<file path="config.mk">
export PLATFORM = sky130hd
export DESIGN_NAME = fp_writeback_arbiter
export DESIGN_NICKNAME = d
export VERILOG_FILES = /design/src/rtl/fp_writeback_arbiter.sv
export SDC_FILE = /design/constraint.sdc
export NUM_CORES = 1
export LEC_CHECK = 0
export BUFFER_PORTS_ARGS = -buffer_cell sky130_fd_sc_hd__buf_2
export CAP_MARGIN = 20
export CORE_MARGIN = 3
export CORE_UTILIZATION = 39
export CTS_CLUSTER_DIAMETER = 80
export DETAILED_ROUTE_END_ITERATION = 10
export PLACE_DENSITY = 0.68
export SLEW_MARGIN = 0
export SYNTH_ARGS = -nofsm -noshare
export SYNTH_HDL_FRONTEND = slang
export SYNTH_SLANG_ARGS = --single-unit
</file>
<file path="constraint.sdc">
create_clock -name clk -period 13.31 [get_ports clk]
set_clock_uncertainty 0.2 [all_clocks]
set_input_delay 1.9965 -clock clk [delete_from_list [all_inputs] [get_ports clk]]
set_output_delay 1.9965 -clock clk [all_outputs]
set_load 0.01 [all_outputs]
</file>
<file path="src/rtl/fp_writeback_arbiter.sv">
// rtl/fp_writeback_arbiter.sv - FP register writeback arbiter with pending scoreboard
// Merges MEM load writes and FPU results into one RF write port and tracks in-flight destinations.
module fp_writeback_arbiter #(
  parameter int DATA_W = 32,
  parameter int ADDR_W = 5
) (
  input  logic              clk,
  input  logic              reset,
  input  logic              issue_valid,
  input  logic [ADDR_W-1:0] issue_dest,
  input  logic [ADDR_W-1:0] issue_src1,
  input  logic [ADDR_W-1:0] issue_src2,
  input  logic              issue_reads_fp,
  output logic              issue_stall,
  input  logic              mem_wr_valid,
  input  logic [ADDR_W-1:0] mem_wr_addr,
  input  logic [DATA_W-1:0] mem_wr_data,
  input  logic              fpu_valid,
  input  logic [ADDR_W-1:0] fpu_addr,
  input  logic [DATA_W-1:0] fpu_data,
  output logic              fpu_ready,
  output logic              rf_we,
  output logic [ADDR_W-1:0] rf_waddr,
  output logic [DATA_W-1:0] rf_wdata,
  output logic [ADDR_W:0]   pending_count
);

  localparam int NREG = 1 << ADDR_W;
  localparam int CW   = ADDR_W + 1;

  typedef enum logic {EMPTY, HELD} state_t;

  state_t            state, state_next;
  logic [NREG-1:0]   pending, pending_next;
  logic [CW-1:0]     count_next;
  logic [ADDR_W-1:0] buf_addr, buf_addr_next;
  logic [DATA_W-1:0] buf_data, buf_data_next;
  logic              fpu_acc;
  logic              sel_valid;
  logic [ADDR_W-1:0] sel_addr;
  logic [DATA_W-1:0] sel_data;
  logic              issue_fire;

  assign issue_stall = issue_valid & (pending[issue_dest] |
                       (issue_reads_fp & (pending[issue_src1] | pending[issue_src2])));
  assign issue_fire  = issue_valid & ~issue_stall;

  // Write-port selection: mem always wins; a displaced FPU result parks in the skid buffer.
  always_comb begin
    state_next    = state;
    buf_addr_next = buf_addr;
    buf_data_next = buf_data;
    sel_valid     = 1'b0;
    sel_addr      = mem_wr_addr;
    sel_data      = mem_wr_data;
    fpu_ready     = (state == EMPTY);
    fpu_acc       = fpu_valid & fpu_ready;
    if (mem_wr_valid) begin
      sel_valid = 1'b1;
      if (fpu_acc) begin
        buf_addr_next = fpu_addr;
        buf_data_next = fpu_data;
        state_next    = HELD;
      end
    end else if (state == HELD) begin
      sel_valid  = 1'b1;
      sel_addr   = buf_addr;
      sel_data   = buf_data;
      state_next = EMPTY;
    end else if (fpu_acc) begin
      sel_valid = 1'b1;
      sel_addr  = fpu_addr;
      sel_data  = fpu_data;
    end
  end

  // Clear before set so a same-edge issue to the retiring register keeps its bit.
  always_comb begin
    pending_next = pending;
    if (sel_valid)  pending_next[sel_addr]   = 1'b0;
    if (issue_fire) pending_next[issue_dest] = 1'b1;
    count_next = '0;
    for (int i = 0; i < NREG; i++) begin
      count_next = count_next + CW'(pending_next[i]);
    end
  end

  always_ff @(posedge clk or posedge reset) begin
    if (reset) begin
      state         <= EMPTY;
      pending       <= '0;
      pending_count <= '0;
      buf_addr      <= '0;
      buf_data      <= '0;
      rf_we         <= 1'b0;
      rf_waddr      <= '0;
      rf_wdata      <= '0;
    end else begin
      state         <= state_next;
      pending       <= pending_next;
      pending_count <= count_next;
      buf_addr      <= buf_addr_next;
      buf_data      <= buf_data_next;
      rf_we         <= sel_valid;
      if (sel_valid) begin
        rf_waddr <= sel_addr;
        rf_wdata <= sel_data;
      end
    end
  end

endmodule
</file>
==> flow_summary.ini <==
[worst_setup_path]
start_kind = input pin
cp.arrival_ns = 8.90
cp-end-kind = register
cp_max_fo = 58
path_cells = buf_2, mux4_2, mux4_2, mux2i_1, nor2_4, buf_4, o41ai_1, fa_1, inv_1, fa_1, fa_1, inv_1, fa_1, inv_1, fa_1, fa_1, inv_1, ha_1, fa_1, a21o_1, a21oi_1, xnor2_1
crit_type = input pin to register
slowest_delay_ns = 0.71
cpLargestDelayFamily = adder cells
cpMostUsedCell = fa_1
slowest_stage = o41ai_1
required_ns = 13.44
worst-path-buf-inv = 6

[global_route]
antenna_found_initial = 1
grt_pass1_wl_um = 32500
grt_pass1_vias = 5886
grt_overflow = 0
grt_max_degree = 72
grt_usage_pct = 20.5

[placement]
dp_hpwl_um = 13900
globalplace.congestion = 0.859
placed_area_mm2 = 0.00789
io_buffers = 140

[clock_tree]
clockBufferDepth = 2
htreeDepth = 4
holdBufCountCts = 0
cts_tree = built
cts_setup_buffers = 0
cts_resized = 0
clk_pin_slew_ns = 0.05
cts-root-buf = clkbuf_16
insertion_delay_ns = 0.41
cts_num_sinks = 114
cts_inserted_buffers = 17

[drt]
drtIter0Drc = 722
viasPerCell = 6.16
num_vias = 5947
first_pass_iters = 7
drt_wl_total_um = 20500
routedWlPerCell_um = 21.2
ant_nets = 0
drcViolationCount = 0

[synthesis]
yosys.area.top_type = dfrtp_1
synth.area.top_cells = dfrtp_1 (40%), o41ai_1 (7.8%), fa_1 (6.8%), mux2_2 (6.4%), mux4_2 (5.4%)
ys_ff_latch = 114
syn_inst = 621
netlist.area_leader.share_pct = 40.5
yosysSeqAreaShare_pct = 40.5
synth_nets = 747
ys.flop_type = dfrtp_1
synth_area_per_cell_um2 = 11.4
netlist_area_mm2 = 0.00705
synth_cell_types = 46
async_flop_share_pct = 100
synth_edf_count = 0
ys_warn_count = 0

[sta]
fin_tns_setup_ns = 0
slew_headroom_pct = 38.5
fin_crit_ns = 8.76
period_share_pct = 65.8
setup-violations-final = 0
rsz0062_at_grt = no
drv_slew = 0
worstMarginPinSlew_ns = 0.922
clock.fmax_ghz = 0.114
hold_violations = 0

[power]
vdd_drop_max_mv = 0.0989
p_int_w = 0.000934
p_leak_nw = 3.67
p_seq_share_pct = 31.2
power_frac_clock_pct = 32.3
powerDensity_mw_per_mm2 = 170
p_switching_w = 0.000511
swShare_pct = 35.3
p_comb_share_pct = 36.4

[final_layout]
mostFrequentLayoutCell = buf_2
mostFrequentLayoutCells = buf_2 (140), dfrtp_1 (114), o41ai_1 (63)
areaGrowthSynthToFinish_pct = 20.6
nets = 853
finalInstanceArea_mm2 = 0.00851
drive_gt1_share_pct = 35.1
fin_util_pct = 48.7

[floorplanning]
coreArea_mm2 = 0.0175
ioPinCount = 141
die_h_um = 140
fp.dieArea_mm2 = 0.0197
placementRows = 48
die_w_um = 140
start_util_pct = 40.3

[job]
cap_violations = 0

[status]
status = completed

[hold_path]
hold_path.class = register to register
==> per-stage QoR <==
step | hold WS, ns | worst slack [ns] | total power (W) | std cells
after floorplan | 0.280 | 4.60 | 0.000813 | 621
after global placement | 0.264 | 4.26 | 0.000978 | 932
after detailed placement | 0.272 | 4.17 | 0.000974 | 932
after CTS | 0.294 | 4.54 | 0.00146 | 964
after global routing | 0.305 | 4.26 | 0.00155 | 966
final | 0.294 | 4.55 | 0.00144 | 966
==> path summary, 6_finish.rpt <==
path	cells past startpoint	from	slack, ns	to
setup / recovery	22	issue_src2[1]	4.55	pending_count[4]
hold / removal	2	rf_wdata[30]	0.29	rf_wdata[30]
max in group asynchronous	3	reset	10.13	buf_data[4]
hold reg to reg	2	rf_wdata[30]	0.29	rf_wdata[30]
min in group asynchronous	2	reset	1.45	pending_count[1]
setup reg to reg	21	pending[19]	5.97	pending_count[4]
==> cell usage after synthesis, types with 3 or more instances <==
master    instances
a22oi_1          12
nand2_1           9
nor3b_1           9
nor2b_1           6
mux2i_1          20
nand2b_1          5
mux2_2           40
a21oi_1          29
nand3b_1         10
or3_1             6
o21ai_0          23
o22ai_1          30
fa_1             24
o221ai_1          7
o41ai_1          63
a221oi_1          4
o41a_1           25
ha_1              7
buf_2             6
inv_1            32
mux4_2           17
or3b_2            4
and3_1            8
buf_1             6
nand3_1           7
o221a_2           8
a21o_1            5
dfrtp_1         114
nor2_1           13
clkbuf_1         49
a221o_1           3
==> cells by family (layout without fill, tap and decap cells) <==
kind of cell / count (synthesis) / after routing / share of synthesized area [%]
compound gates: 219 / 219 / 24.3
xor+xnor: 3 / 3 / 0.373
fa+ha+maj: 31 / 31 / 8.06
buf+inv: 97 / 216 / 5.48
flops: 114 / 114 / 40.5
mux: 77 / 77 / 14.7
other cells: 0 / 1 / 0
simple gates: 80 / 80 / 6.65
==> metal layers <==
layer	share of wire [%]	wire length (um)	GRT usage (%)
met5	0	0	0
met4	3.3	684	8.01
met1	43	8740	28.9
met2	46	9370	30.2
met3	8.3	1700	5.46
==> power groups by stage <==
stage | clock network [W] | registers (W) | logic, W
3_5_place_dp | 0 | 0.000453 | 0.000522
3_3_place_gp | 0 | 0.000452 | 0.000527
5_1_grt | 0.000490 | 0.000457 | 0.000601
6_report | 0.000467 | 0.000451 | 0.000527
2_1_floorplan | 0 | 0.000448 | 0.000365
4_1_cts | 0.000474 | 0.000449 | 0.000534
==> sequential cells by signal, summed over array words and instances, names as in the netlist <==
register and cells:
pending_count 6, rf_waddr 5, rf_wdata 32, state 1, pending 32, buf_addr 5
buf_data 32, rf_we 1
==> tightest hold or removal path: cells and delay by family (launching register included) <==
family | cells | cell delay [ns]
DFF | 1 | 0.33
AOI/OAI and AO/OA | 2 | 0.13
==> area by class of cell <==
cell class	count	area, um2
Clock buffer	20	447
Fill cell	1562	8970
Antenna cell	1	2.50
Tap cell	225	282
Sequential cell	114	2850
Timing Repair Buffer	150	779
Inverter	34	130
Clock inverter	12	159
Multi-Input combinational cell	410	3850
No activity file was read; power rests on OpenSTA's default activity.
